### config.mk
export PLATFORM = sky130hd
export DESIGN_NAME = mp_deserializer
export DESIGN_NICKNAME = d
export VERILOG_FILES = /design/src/rtl/mp_serdes_pkg.sv /design/src/rtl/mp_deserializer_out_reg.sv /design/src/rtl/mp_deserializer.sv
export SDC_FILE = /design/constraint.sdc
export NUM_CORES = 1
export LEC_CHECK = 0
export CAP_MARGIN = 30
export CORE_AREA = 2 2 333 170
export CTS_CLUSTER_SIZE = 10
export DETAILED_ROUTE_END_ITERATION = 6
export DIE_AREA = 0 0 335 172
export GPL_TIMING_DRIVEN = 0
export PLACE_DENSITY = 0.66
export SYNTH_ARGS = -nofsm -noshare
export SYNTH_HDL_FRONTEND = slang
export SYNTH_SLANG_ARGS = --single-unit
### constraint.sdc
create_clock -name clk_i -period 47.3 [get_ports clk_i]
set_clock_uncertainty 0.15 [all_clocks]
set_input_delay 7.095 -clock clk_i [delete_from_list [all_inputs] [get_ports clk_i]]
set_output_delay 7.095 -clock clk_i [all_outputs]
set_load 0.02 [all_outputs]
### src/rtl/mp_serdes_pkg.sv
// Types and constants shared by the serializer and deserializer sides of the link.
package mp_serdes_pkg;

  localparam int unsigned default_width_c = 256;

  typedef enum logic {
    HUNT  = 1'b0,
    SHIFT = 1'b1
  } serdes_state_e;

endpackage

### src/rtl/mp_deserializer_out_reg.sv
// Output holding register: presents completed words with valid/ready and flags dropped words.
module mp_deserializer_out_reg
  import mp_serdes_pkg::*;
#(
  parameter int unsigned width_p = default_width_c
) (
  input  logic               clk_i,
  input  logic               reset_i,
  input  logic               word_v_i,
  input  logic [width_p-1:0] word_i,
  input  logic               ready_i,
  output logic [width_p-1:0] data_o,
  output logic               v_o,
  output logic               ovf_o
);

  always_ff @(posedge clk_i or posedge reset_i) begin
    if (reset_i) begin
      data_o <= '0;
      v_o    <= 1'b0;
      ovf_o  <= 1'b0;
    end else if (word_v_i) begin
      // A held, unaccepted word wins; the newcomer is dropped.
      if (!v_o || ready_i) begin
        data_o <= word_i;
        v_o    <= 1'b1;
      end else begin
        ovf_o <= 1'b1;
      end
    end else if (v_o && ready_i) begin
      v_o <= 1'b0;
    end
  end

endmodule

### src/rtl/mp_deserializer.sv
// Serial-to-parallel deserializer: sof-framed bit capture feeding a valid/ready output register.
module mp_deserializer
  import mp_serdes_pkg::*;
#(
  parameter int unsigned width_p     = default_width_c,
  parameter bit          msb_first_p = 1'b0
) (
  input  logic               clk_i,
  input  logic               reset_i,
  input  logic               data_i,
  input  logic               v_i,
  input  logic               sof_i,
  output logic [width_p-1:0] data_o,
  output logic               v_o,
  input  logic               ready_i,
  output logic               frame_err_o,
  output logic               ovf_o
);

  localparam int unsigned cnt_w = $clog2(width_p);
  localparam logic [cnt_w-1:0] last_c = cnt_w'(width_p - 1);
  localparam logic [cnt_w-1:0] first_idx_c = msb_first_p ? last_c : '0;

  serdes_state_e      state;
  logic [cnt_w-1:0]   count;
  logic [width_p-1:0] sreg;
  logic [width_p-1:0] word;
  logic [cnt_w-1:0]   bit_idx;
  logic               done;

  // Bits are written in place rather than shifted, so the completed word
  // (including the final bit) is available combinationally in the same cycle.
  always_comb begin
    bit_idx = msb_first_p ? (last_c - count) : count;
    word    = sreg;
    word[bit_idx] = data_i;
    done    = (state == SHIFT) && v_i && !sof_i && (count == last_c);
  end

  always_ff @(posedge clk_i or posedge reset_i) begin
    if (reset_i) begin
      state       <= HUNT;
      count       <= '0;
      sreg        <= '0;
      frame_err_o <= 1'b0;
    end else if (v_i) begin
      case (state)
        HUNT: begin
          if (sof_i) begin
            sreg[first_idx_c] <= data_i;
            count             <= cnt_w'(1);
            state             <= SHIFT;
          end
        end
        SHIFT: begin
          if (sof_i) begin
            sreg[first_idx_c] <= data_i;
            count             <= cnt_w'(1);
            frame_err_o       <= 1'b1;
          end else if (count == last_c) begin
            sreg  <= word;
            count <= '0;
            state <= HUNT;
          end else begin
            sreg  <= word;
            count <= count + cnt_w'(1);
          end
        end
        default: begin
          state <= HUNT;
          count <= '0;
        end
      endcase
    end
  end

  mp_deserializer_out_reg #(
    .width_p(width_p)
  ) u_out_reg (
    .clk_i   (clk_i),
    .reset_i (reset_i),
    .word_v_i(done),
    .word_i  (word),
    .ready_i (ready_i),
    .data_o  (data_o),
    .v_o     (v_o),
    .ovf_o   (ovf_o)
  );

endmodule
==> impl_metrics.ini <==
[status]
violations = DRC
outcome = finished, violations left

[sta]
tns_ps = 0
finalHoldViolCount = 0
period_share_pct = 20.62
maxSlewViolCount = 0
max_freq_mhz = 102.5
rsz0062_at_grt = no
fin_crit_ps = 9756
finalSetupViolCount = 0
worst_slew_margin_rel_pct = 25.38
fin_ws_ps = 37540
tightestPinTransition_ps = 1119
hold_slack_ps = 328.9

[final_layout]
multiInputGateArea_um2 = 10180
final_common_cell = dfrtp_1
final_area_um2 = 29900
area_growth_pct = 22.46
nNetsFinal = 3055
ff_latch_area_um2 = 13090
final_util_pct = 54.57
final_cell_mix = 523 x dfrtp_1, 473 x nor2_1, 302 x nand2_1
fill_cells = 4887
drive_gt1_share_pct = 7.253

[power]
vdd_drop_max_v = 0.00002586
p_per_area_nw_per_um2 = 30.92
p_leak_nw = 13.75

[yosys]
ys_warn_count = 0
synthArstFlopShare_pct = 100.0
synth_top_family_by_area = simple AND/OR/NAND/NOR gates
syn-num-nets = 2707
synth-compound-area-share_pct = 11.06
ys_ff_latch = 523
synth_adder_area_share_pct = 0.2050
synthSimpleGateAreaFrac_pct = 19.74
yosys.area_share.xor_xnor_pct = 0
synth_top_flop_cell = dfrtp_1
ys_types = 46
seq_area_frac_synth_pct = 53.60
synth_edf_count = 0
synth.avg_cell_area_um2 = 9.053
synthMuxAreaShare_pct = 10.71
netlist_instances = 2697
synth.cell_area_um2 = 24420

[routing]
via_per_inst = 6.029
first_iter_violations = 2915
wl_per_cell_um = 25.97
dr.pass1.iters = 7
drc_errors = 4
vias = 22760
ant_nets = 0
wl_mm = 98.04

[clocking]
tritoncts.num_buffers = 58
h-tree-depth = 2
cts_setup_buffers = 0
cts.sink_count = 523
clk_pin_slew_ps = 60
clock_latency_ps = 630
cts_tree = built
cts-resized-gates = 0
hold_buffers = 0
root_buffer = clkbuf_16
clk_path_buf_depth = 3

[placed_design]
place_ws_ps = 37070
io_buffers = 262
gp_congestion = 0.9565
dpl-instance-area_um2 = 28340
dpl.hpwl_mm = 69.78

[global_routing]
grt_max_degree = 138
grt_pass1_wl_mm = 141.2
track_usage_pct = 33.54
grt_remaining_overflow = 0
antenna_found_initial = 7
grt_pass1_vias = 21526

[floorplan]
core_um2 = 54800
fp.dieW_um = 335
die_area_um2 = 57620
pin_count = 265
fp.dieH_um = 172
rows = 61
initial_core_util_pct = 44.56

[critical_path]
endpoint_kind = register
r2r-start = bit_idx[0]
worstRegToRegCells = 8
crit_required_ps = 47710
arrival_ps = 10160
crit_path_max_incr_delay_ps = 680
path_max_fanout = 12
crit_chain = clkdlybuf4s50_1, nand3b_1, clkbuf_1, buf_2, buf_2, nor2_1, buf_2, nand3_1, nand2_1
crit_slowest_cell = buf_2
crit_type = input port to register
start_kind = input port
r2r-end = sreg[91]
cpMostUsedCell = buf_2
r2r_slack_ps = 43420

[hold_path]
worstHoldPathType = register to register
hold_path_end = u_out_reg.ovf_o
min_from = u_out_reg.ovf_o
holdPathStages = 1

[job]
cap_viol_max_count = 0
[final cells by class]
class	instances	share of cell area (%)
Timing Repair Buffer	288	10.22
Clock buffer	60	4.983
Buffer	268	3.766
Antenna cell	4	0.03347
Inverter	5	0.08787
Clock inverter	2	0.05440
Sequential cell	523	43.77
Multi-Input combinational cell	1901	34.06
Tap cell	724	3.029
[how the worst max path moves through the flow]
stage | start | endpoint | slack, ps
2_1_floorplan | reset_i | bit_idx[0] | 25440
3_3_place_gp | reset_i | u_out_reg.data_o[23] | 19830
3_5_place_dp | sof_i | sreg[111] | 37070
4_1_cts | sof_i | sreg[31] | 37700
5_1_grt | sof_i | sreg[80] | 37510
6_report | sof_i | sreg[150] | 37540
[metal layers]
layer / global-route usage [%] / share of wire, %
met2: 44.96 / 39
met5: 0 / 0.020
met4: 10.90 / 3.1
met1: 48.79 / 44
met3: 13.40 / 14
[sequential cells by signal (all words and copies together) (netlist names)]
signal / count
u_out_reg.data_o: 256
sreg: 255
u_out_reg.ovf_o: 1
bit_idx: 8
frame_err_o: 1
state: 1
u_out_reg.v_o: 1
[where the power goes]
group          switching, mW  internal, mW
Clock                  0.180         0.219
Combinational         0.0556        0.0147
Sequential           0.00341         0.451
Total                  0.240         0.685
[cells in the mapped netlist (2+ instances only)]
library cell | number | area (um2)
a21o_1 | 2 | 15.01
a21oi_1 | 245 | 1226
a22o_1 | 2 | 17.52
a31oi_1 | 19 | 118.9
and2_0 | 2 | 12.51
and4b_1 | 3 | 30.03
buf_1 | 4 | 15.01
buf_2 | 89 | 445.4
buf_4 | 2 | 15.01
clkbuf_1 | 172 | 645.6
dfrtp_1 | 523 | 13090
ha_1 | 4 | 50.05
inv_1 | 5 | 18.77
mux2_2 | 17 | 191.4
mux2i_1 | 241 | 2412
nand2_1 | 302 | 1134
nand3_1 | 259 | 1296
nand3b_1 | 9 | 67.56
nand4_1 | 3 | 18.77
nand4b_1 | 4 | 35.03
nand4bb_1 | 6 | 67.56
nor2_1 | 473 | 1775
nor2b_1 | 4 | 25.02
nor3b_2 | 3 | 37.54
nor4b_1 | 4 | 35.03
nor4bb_1 | 6 | 60.06
o21ai_0 | 260 | 1301
or2_2 | 13 | 81.33
or4_1 | 2 | 15.01
or4b_2 | 3 | 30.03
[per-stage QoR]
| stage | instances | total power [mW] |
|---|---|---|
| after floorplan | 2697 | 0.4955 |
| after global placement | 3683 | 0.5234 |
| after detailed placement | 3706 | 0.5288 |
| after CTS | 3768 | 0.9214 |
| after global routing | 3772 | 0.9478 |
| final | 3775 | 0.9247 |
[kinds of logic after synthesis]
family                   Yosys count
adder cells (fa/ha/maj)            4
AO/OA/AOI/OAI                    531
buffers and inverters            273
AND/OR/NAND/NOR                 1107
flip-flops                       523
multiplexers                     259
[worst max-delay path: cells and delay by family]
kind,cells,cell delay (ps)
buf+inv,5,1970
simple gates,4,1080
(Power assumes the default switching activity.)
==> edit (same settings) <==
Change the package constant `default_width_c` from 256 to 128.
--- a/src/rtl/mp_serdes_pkg.sv
+++ b/src/rtl/mp_serdes_pkg.sv
@@ -2,5 +2,5 @@
 package mp_serdes_pkg;
 
-  localparam int unsigned default_width_c = 256;
+  localparam int unsigned default_width_c = 128;
 
   typedef enum logic {
Ports: changed (resized data_o); port bits go from 265 to 137. The function was not compared with the original's and may differ.
==> edit against the unedited design <==
- power down 47%
- largest cell class unchanged
- area after synthesis fell by 48%
- wire length is 58% lower
- sequential cell count decreased by 256
- critical path depth shrank 3
- design area decreased by 47%
- setup slack improved by 0.54 ns
==> edit: results (changes against the unedited design) <==
stage	metric	value	unit	change
worst_hold_path	hold path depth	2		was 1
synth	complex-gate fraction of the synthesized area	6.094	%	was 11.06%
final_layout	layout cells sized above 1	16.07	%	was 7.253%
synth	Netlist cell types	49		was 46
final_layout	Filler cells	5656		was 4887
route	met3 routed WL	3268	um	was 13560 um
sta	Slew @ Worst Pin	1.101	ns	was 1.119 ns
global_routing	met2 Use GR	21.69	%	was 44.96%
worst_setup_path	R2R Path Start	bit_idx[1]		was bit_idx[0]
synth	average cell area after synthesis	10.22	um2	was 9.053 um2
pwr	switching pwr	127.3	uW	was 239.5 uW
route	DR vias	9905		was 22760
route	met2 wire length	18040	um	was 38320 um
final_layout	layout net count	1425		was 3055
placement	Placer Congestion	0.8600		was 0.9565
global_routing	vias in the first global route	9834		was 21530
placement	pre-CTS setup slack	37.52	ns	was 37.07 ns
placement	post-DP HPWL	30830	um	was 69780 um
run_status	outcome	finished, final reports clean		was finished with violations
global_routing	met3 GRT Util	4.138	%	was 13.40%
worst_hold_path	Hold Startpoint	u_out_reg.data_o[44]		was u_out_reg.ovf_o
synth	top cells by instance count after synthesis	nand2_1 (287), dfrtp_1 (267), mux2i_1 (128)		was dfrtp_1 (523), nor2_1 (473), nand2_1 (302)
pwr	Power Total	489.0	uW	was 924.7 uW
synth	post-synthesis xor/xnor area fraction	0.06859	%	was 0%
sta	Min Hold Slack	0.3242	ns	was 0.3289 ns
worst_setup_path	CP max FO	10		was 12
## edit: cell count changes after synthesis, moves of 103 or more
cell      change
dfrtp_1     -256
nand3_1     -256
clkbuf_1    -110
a21oi_1     -244
mux2i_1     -113
nor2_1      -359
o21ai_0     -165
mux2_2      +103
## edit: final cells by class
cell class / instances / area (um2) / share of cell area, %
Sequential cell: 267 / 6681 / 42.09
Multi-Input combinational cell: 870 / 5552 / 34.97
Timing Repair Buffer: 136 / 1396 / 8.796
Tap cell: 724 / 905.9 / 5.706
Clock buffer: 33 / 793.3 / 4.997
Buffer: 110 / 525.5 / 3.310
Inverter: 3 / 18.77 / 0.1182
Antenna cell: 1 / 2.502 / 0.01576
## edit: how the worst max path moves through the flow
stage                           end  slack (ns)  cells after the start
6_report                    sreg[6]       38.09                      6
5_1_grt                    sreg[11]       38.02                      6
4_1_cts                     sreg[6]       38.09                      6
3_5_place_dp                sreg[6]       37.52                      6
3_3_place_gp   u_out_reg.data_o[40]       29.48                      2
2_1_floorplan            bit_idx[0]       32.70                      1
